===== src/rtl/iob_regfile_arb_pkg.sv =====
// Shared definitions for the two-requester register file with sequential clear.
//   state_t  : controller state encoding (IDLE, CLEAR)
//   NUM_REQ  : number of requesters sharing the file
package iob_regfile_arb_pkg;

    localparam int NUM_REQ = 2;

    typedef enum logic {
        ST_IDLE  = 1'b0,
        ST_CLEAR = 1'b1
    } state_t;

endpackage


===== src/rtl/iob_regfile_arb_if.sv =====
// Request/response bundle between the requesters and the register file.
//   req_valid_i / req_we_i   : per-requester valid and write enable
//   req_addr_i / req_wdata_i : per-requester address and write data (slice k = requester k)
//   req_ready_o              : per-requester accept (one-hot or zero)
//   rsp_valid_o / rsp_data_o : per-requester read response strobe and data
// master = requester side, slave = register file side.
interface iob_regfile_arb_if #(
    parameter int DATA_W = 32,
    parameter int ADDR_W = 3
);
    import iob_regfile_arb_pkg::*;

    logic [NUM_REQ-1:0]        req_valid_i;
    logic [NUM_REQ-1:0]        req_we_i;
    logic [NUM_REQ*ADDR_W-1:0] req_addr_i;
    logic [NUM_REQ*DATA_W-1:0] req_wdata_i;
    logic [NUM_REQ-1:0]        req_ready_o;
    logic [NUM_REQ-1:0]        rsp_valid_o;
    logic [NUM_REQ*DATA_W-1:0] rsp_data_o;

    modport master (
        output req_valid_i, req_we_i, req_addr_i, req_wdata_i,
        input  req_ready_o, rsp_valid_o, rsp_data_o
    );

    modport slave (
        input  req_valid_i, req_we_i, req_addr_i, req_wdata_i,
        output req_ready_o, rsp_valid_o, rsp_data_o
    );

endinterface


===== src/rtl/iob_rr_arb2.sv =====
// Two-way round-robin arbiter with last-grant register.
//   clk, arst (async high), rst (sync high)
//   en    : arbitration allowed this cycle (grant forced to zero otherwise)
//   valid : per-requester request
//   grant : combinational one-hot-or-zero grant
module iob_rr_arb2
    import iob_regfile_arb_pkg::*;
(
    input  logic               clk,
    input  logic               arst,
    input  logic               rst,
    input  logic               en,
    input  logic [NUM_REQ-1:0] valid,
    output logic [NUM_REQ-1:0] grant
);

    // Index of the requester that won the most recent transfer. Resets to 1
    // so requester 0 wins the first contention.
    logic last_q;

    always_comb begin
        grant = '0;
        if (en) begin
            case (valid)
                2'b01:   grant = 2'b01;
                2'b10:   grant = 2'b10;
                2'b11:   grant = last_q ? 2'b01 : 2'b10;
                default: grant = '0;
            endcase
        end
    end

    // grant is only ever raised for a valid requester, so any grant is a transfer.
    always_ff @(posedge clk or posedge arst) begin
        if (arst) begin
            last_q <= 1'b1;
        end else if (rst) begin
            last_q <= 1'b1;
        end else if (|grant) begin
            last_q <= grant[1];
        end
    end

endmodule


===== src/rtl/iob_regfile_arb.sv =====
// Register file shared by two requesters through a round-robin arbiter, with a
// sequential clear that walks every entry back to RST_VAL one per cycle.
//   clk_i  : clock          arst_i : async reset (high)   rst_i : sync reset (high)
//   clr_i  : start clear    busy_o : clear in progress
//   bus    : request/response bundle (slave side)
module iob_regfile_arb
    import iob_regfile_arb_pkg::*;
#(
    parameter int          DATA_W  = 32,
    parameter int          ADDR_W  = 3,
    parameter int unsigned RST_VAL = 0
) (
    input  logic            clk_i,
    input  logic            arst_i,
    input  logic            rst_i,
    input  logic            clr_i,
    output logic            busy_o,
    iob_regfile_arb_if.slave bus
);

    localparam int                DEPTH    = 2 ** ADDR_W;
    localparam logic [DATA_W-1:0] RST_WORD = DATA_W'(RST_VAL);
    localparam logic [ADDR_W-1:0] LAST_IDX = ADDR_W'(DEPTH - 1);

    state_t                          state;
    logic [ADDR_W-1:0]               clr_cnt;
    logic [DATA_W-1:0]               mem [DEPTH];
    logic                            busy_q;
    logic [NUM_REQ-1:0]              rsp_valid_q;
    logic [NUM_REQ-1:0][DATA_W-1:0]  rsp_data_q;

    logic [NUM_REQ-1:0] grant;
    logic               arb_en;
    logic               xfer;
    logic               sel;
    logic               sel_we;
    logic [ADDR_W-1:0]  sel_addr;
    logic [DATA_W-1:0]  sel_wdata;

    // Clear request and sync reset both pre-empt arbitration in the same cycle.
    assign arb_en = (state == ST_IDLE) && !clr_i && !rst_i;

    iob_rr_arb2 u_arb (
        .clk   (clk_i),
        .arst  (arst_i),
        .rst   (rst_i),
        .en    (arb_en),
        .valid (bus.req_valid_i),
        .grant (grant)
    );

    assign xfer      = |grant;
    assign sel       = grant[1];
    assign sel_we    = sel ? bus.req_we_i[1] : bus.req_we_i[0];
    assign sel_addr  = sel ? bus.req_addr_i[2*ADDR_W-1:ADDR_W] : bus.req_addr_i[ADDR_W-1:0];
    assign sel_wdata = sel ? bus.req_wdata_i[2*DATA_W-1:DATA_W] : bus.req_wdata_i[DATA_W-1:0];

    assign bus.req_ready_o = grant;
    assign bus.rsp_valid_o = rsp_valid_q;
    assign bus.rsp_data_o  = rsp_data_q;
    assign busy_o          = busy_q;

    always_ff @(posedge clk_i or posedge arst_i) begin
        if (arst_i) begin
            state       <= ST_IDLE;
            clr_cnt     <= '0;
            busy_q      <= 1'b0;
            rsp_valid_q <= '0;
            rsp_data_q  <= '0;
            for (int i = 0; i < DEPTH; i++) mem[i] <= RST_WORD;
        end else if (rst_i) begin
            state       <= ST_IDLE;
            clr_cnt     <= '0;
            busy_q      <= 1'b0;
            rsp_valid_q <= '0;
            rsp_data_q  <= '0;
            for (int i = 0; i < DEPTH; i++) mem[i] <= RST_WORD;
        end else begin
            // Response strobe is a single-cycle pulse; data holds between pulses.
            rsp_valid_q <= '0;
            case (state)
                ST_IDLE: begin
                    if (clr_i) begin
                        state   <= ST_CLEAR;
                        busy_q  <= 1'b1;
                        clr_cnt <= '0;
                    end else if (xfer) begin
                        if (sel_we) begin
                            mem[sel_addr] <= sel_wdata;
                        end else begin
                            rsp_valid_q[sel] <= 1'b1;
                            rsp_data_q[sel]  <= mem[sel_addr];
                        end
                    end
                end
                ST_CLEAR: begin
                    // clr_i is not looked at here, so a repeat pulse cannot extend the walk.
                    mem[clr_cnt] <= RST_WORD;
                    clr_cnt      <= clr_cnt + 1'b1;
                    if (clr_cnt == LAST_IDX) begin
                        state  <= ST_IDLE;
                        busy_q <= 1'b0;
                    end
                end
                default: state <= ST_IDLE;
            endcase
        end
    end

endmodule


===== src/flat_wrapper.sv =====
// flat-port wrapper written by rule: the top's interface ports become plain ports
module iob_regfile_arb_flat import iob_regfile_arb_pkg::*;
#(
    parameter int          DATA_W  = 32,
    parameter int          ADDR_W  = 3,
    parameter int unsigned RST_VAL = 0
)
  (clk_i, arst_i, rst_i, clr_i, busy_o, bus_req_valid_i, bus_req_we_i, bus_req_addr_i, bus_req_wdata_i, bus_req_ready_o, bus_rsp_valid_o, bus_rsp_data_o);
  iob_regfile_arb_if #(.DATA_W(DATA_W), .ADDR_W(ADDR_W)) bus_i ();
  input  logic clk_i;
  input  logic arst_i;
  input  logic rst_i;
  input  logic clr_i;
  output logic busy_o;
  input wire logic [$bits(bus_i.req_valid_i)-1:0] bus_req_valid_i;
  input wire logic [$bits(bus_i.req_we_i)-1:0] bus_req_we_i;
  input wire logic [$bits(bus_i.req_addr_i)-1:0] bus_req_addr_i;
  input wire logic [$bits(bus_i.req_wdata_i)-1:0] bus_req_wdata_i;
  output wire logic [$bits(bus_i.req_ready_o)-1:0] bus_req_ready_o;
  output wire logic [$bits(bus_i.rsp_valid_o)-1:0] bus_rsp_valid_o;
  output wire logic [$bits(bus_i.rsp_data_o)-1:0] bus_rsp_data_o;
  assign bus_i.req_valid_i = bus_req_valid_i;
  assign bus_i.req_we_i = bus_req_we_i;
  assign bus_i.req_addr_i = bus_req_addr_i;
  assign bus_i.req_wdata_i = bus_req_wdata_i;
  assign bus_req_ready_o = bus_i.req_ready_o;
  assign bus_rsp_valid_o = bus_i.rsp_valid_o;
  assign bus_rsp_data_o = bus_i.rsp_data_o;
  iob_regfile_arb #(.DATA_W(DATA_W), .ADDR_W(ADDR_W), .RST_VAL(RST_VAL)) u_core (.clk_i(clk_i), .arst_i(arst_i), .rst_i(rst_i), .clr_i(clr_i), .busy_o(busy_o), .bus(bus_i));
endmodule

===== config.mk =====
export PLATFORM = sky130hd
export DESIGN_NAME = iob_regfile_arb_flat
export DESIGN_NICKNAME = d
export VERILOG_FILES = /design/src/rtl/iob_regfile_arb_pkg.sv /design/src/rtl/iob_regfile_arb_if.sv /design/src/rtl/iob_rr_arb2.sv /design/src/rtl/iob_regfile_arb.sv /design/src/flat_wrapper.sv
export SDC_FILE = /design/constraint.sdc
export NUM_CORES = 1
export LEC_CHECK = 0
export CORE_UTILIZATION = 69
export DETAILED_ROUTE_END_ITERATION = 10
export DONT_BUFFER_PORTS = 1
export PLACE_DENSITY = 0.85
export SYNTH_ARGS = -nofsm -noshare
export SYNTH_HDL_FRONTEND = slang
export SYNTH_SLANG_ARGS = --single-unit

===== constraint.sdc =====
create_clock -name clk_i -period 34.1 [get_ports clk_i]
set_input_delay 5.115 -clock clk_i [delete_from_list [all_inputs] [get_ports clk_i]]
set_output_delay 5.115 -clock clk_i [all_outputs]
set_load 0.02 [all_outputs]

# After elaboration in Yosys (flattened, before gate mapping)
# Cells that the tools add are included.
# classes
div	0
shift	0
magnitude_cmp	6
mul	0
addsub	1
mux	47
reduce_logical	12
eq_ne	12
bitwise	5
# op_table
operator	n
$mux 256	4
$pmux 256 s2	1
$mux 64	5
$and 256x256->256	1
$bwmux 256	1
$not 256->256	1
$demux 32 s3	2
$mux 32	6
$bmux 32 s3	1
$bwmux 64	1
$demux 32 s1	1
$mux 2	7
$mux 1	10
$mux 3	3
$ne 3x3->1 const B	3
$ge 4x4->1 const B	2
$lt 4x1->1 const B	2
$not 3->4	2
$ne 2x2->1 const B	3
$ne 3x2->1 const B	2
$pmux 2 s3	1
$pmux 3 s2	1
$logic_and 1x1->1	5
$eq 2x2->1 const B	2
14 further kinds	16
# totals
mem_bits_ro	0
memories	0
latch_bits	0
inputBits	78
out_inout_bits	69
word_cells	98
ramBits	0
reg_bits	328

# Depth between registers and ports, before layout
# depth
depth_word	16
mapped_depth	10

# Hierarchy
# Synthesis repeated with hierarchy kept, for this count alone.
# hier_totals
cells_unflattened	1175
hier_area_um2	14268.7
# by_module_without_submodules
module	n_inst	area_per_inst_um2	cells_each	seq_area_each_um2
iob_regfile_arb	1	14199.9	1166	8182.8
iob_rr_arb2	1	68.8	9	26.3

# Least setup slack after synthesis
# No wires, ideal clock.
# synth_timing
path_kind	in2out
startpoint	in rst_i
endpoint	out bus_req_ready_o[1]
arrival_ns	6.287
path_stages	7
slack_ns	22.698
n_path_buf	4
path_cell_list	buf_4 -> nor3_4 -> nand2_4 -> inv_2 -> buf_4 -> buf_2 -> buf_2
# synth_via
elab_chain_cells	3
# synth_lines
element	line	rtl
start, declared	flat_wrapper.sv:12	input logic rst_i;
$logic_not 1->1	iob_regfile_arb.sv:41	assign arb_en = (state == ST_IDLE) && !clr_i && !rst_i;
$logic_and 1x1->1	iob_regfile_arb.sv:41	
$mux 2	iob_rr_arb2.sv:23	if (en) begin
end, declared	flat_wrapper.sv:19	output wire logic [$bits(bus_i.req_ready_o)-1:0] bus_req_ready_o;
# No other way between the ends.

# Worst setup path in the final report
# layout_timing
startpoint	in clr_i
endpoint	out bus_req_ready_o[0]
# layout_via
elab_chain_cells	4
# layout_lines
element	line	rtl
start, declared	flat_wrapper.sv:13	input logic clr_i;
$logic_not 1->1	iob_regfile_arb.sv:41	
$logic_and 1x1->1 (2 in series)	iob_regfile_arb.sv:41	
$mux 2	iob_rr_arb2.sv:23	
# No other way between the ends.

==> impl_metrics.yaml <==
outcome:
  status: "finished, violations left"
  violations: "design-rule violations"
power:
  irDropWorstVdd_mv: 0.0387
  static-leakage-power_nw: 6.97
  p_int_mw: 0.664
  pwr-share-seq_pct: 44.7
  power.share.switching_pct: 25.6
  switching_power_mw: 0.229
  comb_power_share_pct: 9.6
  p_per_area_nw_per_um2: 52.8
  p_clk_share_pct: 45.8
drt:
  vias_per_cell: 8.26
  wirelength_mm: 49.7
  drc: 11
  ant_nets: 0
  dr.pass1.iters: 11
  num_vias: 13800
  drt-initial-drc-count: 1902
  wire_per_inst_um: 29.8
final_layout:
  final_cell_mix: "327 x dfrtp_1, 224 x o2bb2ai_1, 125 x a211oi_1"
  fillCellCount: 1419
  drive_gt1_share_pct: 8.35
  nNetsFinal: 1445
  area.sequential_um2: 8210
  n_antenna_cell: 0
  layout_commonest_cell: "dfrtp_1"
  finalNonFillerCells: 1670
  multi_input_comb_area_um2: 6820
  area_growth_pct: 7.89
floorplan:
  pin_count: 147
  die_h_um: 153
  start_util_pct: 71.1
  die_w_um: 153
  die-area_um2: 23300
  coreArea_um2: 22000
  num_rows: 54
placement:
  io_buffers: 0
  hpwlAfterDp_mm: 27.2
  place.gp.congestion: 0.874
  dp.cells: 1608
sta:
  finalCriticalPeriod_ps: 11270
  fmax_ghz: 0.0887
  relSlewSlack_pct: 17.8
  rsz0062_at_grt: "false"
  hold_viol_final: 0
  finalSetupViolations: 0
  post-route-period-util_pct: 33.1
  finalClockSkew_ps: 30.5
  worstMarginPinSlew_ps: 1230
  slew_violations: 0
  setup-tns-final_ps: 0
hold_path:
  hp-class: "reg -> reg"
yosys:
  synth_top_area_share_pct: 52.3
  yosysSeqAreaShare_pct: 52.4
  synth_edf_count: 0
  synth-main-ff-cell: "dfrtp_1"
  yosysUniqueCellTypes: 53
  ys_ff_latch: 328
  synth.avg_cell_area_um2: 10.8
  yosys.area.top_type: "dfrtp_1"
  synth_cells: 1450
  synth_area_leaders: "dfrtp_1 52%, o2bb2ai_1 13%, a211oi_1 6.0%"
  syn_area_um2: 15700
  synth_nets: 1530
  async_flop_share_pct: 100
  yosysWarnings: 0
global_route:
  antenna_found_initial: 0
  grt_pass1_wl_mm: 77.1
  grt_max_degree: 196
  grt_pass1_vias: 13663
  grt_remaining_overflow: 0
  gr-usage-all-layers_pct: 42.7
setup_path:
  start_kind: "input port"
  crit_path_end_kind: "output port"
  path_class: "in -> out"
  cp_cell_sequence: "or3_1 -> nor3b_1"
  crit_family: "simple AND/OR/NAND/NOR gates"
  crit_buf_inv: 0
  cp_slowest_stage_delay_ps: 610
  crit_required_ps: 28980
  worstPathArrival_ps: 6160
  worstPathMaxFanout: 5
  critPathSlowestCell: "nor3b_1"
clock_network:
  clk_latency_ps: 540
  cts_tree: "yes"
  htreeDepth: 2
  post-cts-setup-buffers: 0
  ctsResizeCount: 0
  cts_max_path_buffers: 3
  clk_pin_slew_worst_paths_ps: 60
  cts_num_sinks: 328
  cts_hold_buf: 0
  clock-root-buffer: "clkbuf_16"
  cts_buffers: 35
flow_run:
  cap_violations: 0
[per-layer routing]
layer / routed length [µm] / vias to the layer above / global-route usage, %
met5: 0 / - / 0
met4: 2160 / 0 / 23.0
met3: 6680 / 225 / 11.3
met2: 22600 / 1154 / 63.5
met1: 18300 / 6796 / 57.8
li1: - / 5625 / -
[sequential cells by signal, indices dropped and copies added, names as in the netlist]
register and count:
u_core.mem 256, u_core.bus.rsp_valid_o 2, u_core.busy_o 1, u_core.bus.rsp_data_o 64, u_core.clr_cnt 3, u_core.state 1, u_core.u_arb.last_q 1
[cell families (layout without fill, tap and decap cells)]
| kind of cell | count (synthesis) | in the layout | share of synthesized area, % |
|---|---|---|---|
| simple gates | 224 | 224 | 6.47 |
| fa+ha+maj | 2 | 2 | 0.160 |
| flops | 328 | 328 | 52.4 |
| mux | 35 | 35 | 2.25 |
| buf+inv | 158 | 98 | 4.34 |
| compound gates | 703 | 703 | 34.3 |
[per-stage QoR]
| step | hold slack [ps] | setup slack [ps] | util, % | instance area (µm²) | total power [mW] |
|---|---|---|---|---|---|
| finish | 485 | 22830 | 76.7 | 16900 | 0.892 |
| global route | 494 | 22820 | 76.7 | 16900 | 0.910 |
| CTS | 491 | 22830 | 76.7 | 16900 | 0.887 |
| detailed placement | 474 | 22840 | 71.0 | 15600 | 0.487 |
| global placement | 471 | 22850 | 71.0 | 15600 | 0.485 |
| floorplan | 456 | 19900 | - | 15700 | 0.465 |
[layout make-up]
cell class	instances	area share, %
clock inverters	12	1.07
well taps	280	2.07
repair buffers	29	1.36
flip-flops and latches	328	48.6
inverters	7	0.215
multi-input cells	964	40.4
clock buffers	50	6.30
[synth_stat cells, types with 2 or more instances]
master,n
a21oi_1,70
nand2_1,77
nor3b_1,2
a21o_1,2
o31a_1,2
inv_1,6
o21ai_0,30
dfrtp_1,327
nor2_1,45
o22a_1,30
o211a_1,4
buf_1,4
nand3_1,61
o21ai_1,9
buf_4,4
o2bb2ai_1,224
o22ai_1,63
a211oi_1,125
clkbuf_1,91
nor3_1,20
and3_1,2
a31oi_1,31
o41ai_1,62
ha_1,2
a2bb2oi_1,3
a211o_1,30
nand2b_1,8
nor2b_1,2
mux2i_1,33
or3_1,2
buf_2,51
o311a_1,5
mux2_2,2
nor4_1,2
[path summary, 6_finish.rpt]
check / end / cells past startpoint / slack [ps] / start
max: bus_req_ready_o[0] / 2 / 22830 / clr_i
min: u_core.mem[190]$_DFFE_PP0P_ / 1 / 490 / u_core.mem[190]$_DFFE_PP0P_
max reg2reg: u_core.mem[179]$_DFFE_PP0P_ / 9 / 29800 / u_core.state$_DFF_PP0_
min reg2reg: u_core.mem[190]$_DFFE_PP0P_ / 1 / 490 / u_core.mem[190]$_DFFE_PP0P_
max in group asynchronous: u_core.mem[166]$_DFFE_PP0P_ / 2 / 27910 / arst_i
min in group asynchronous: u_core.mem[185]$_DFFE_PP0P_ / 1 / 4610 / arst_i
[power by group through the flow]
stage               Combinational, mW  Clock [mW]  Sequential [mW]
detailed placement             0.0812           0            0.405
CTS                            0.0822       0.406            0.398
floorplan                      0.0608           0            0.404
global placement               0.0794           0            0.405
finish                         0.0853       0.409            0.399
global route                   0.0899       0.421            0.399
No activity file was read; power rests on OpenSTA's default activity.
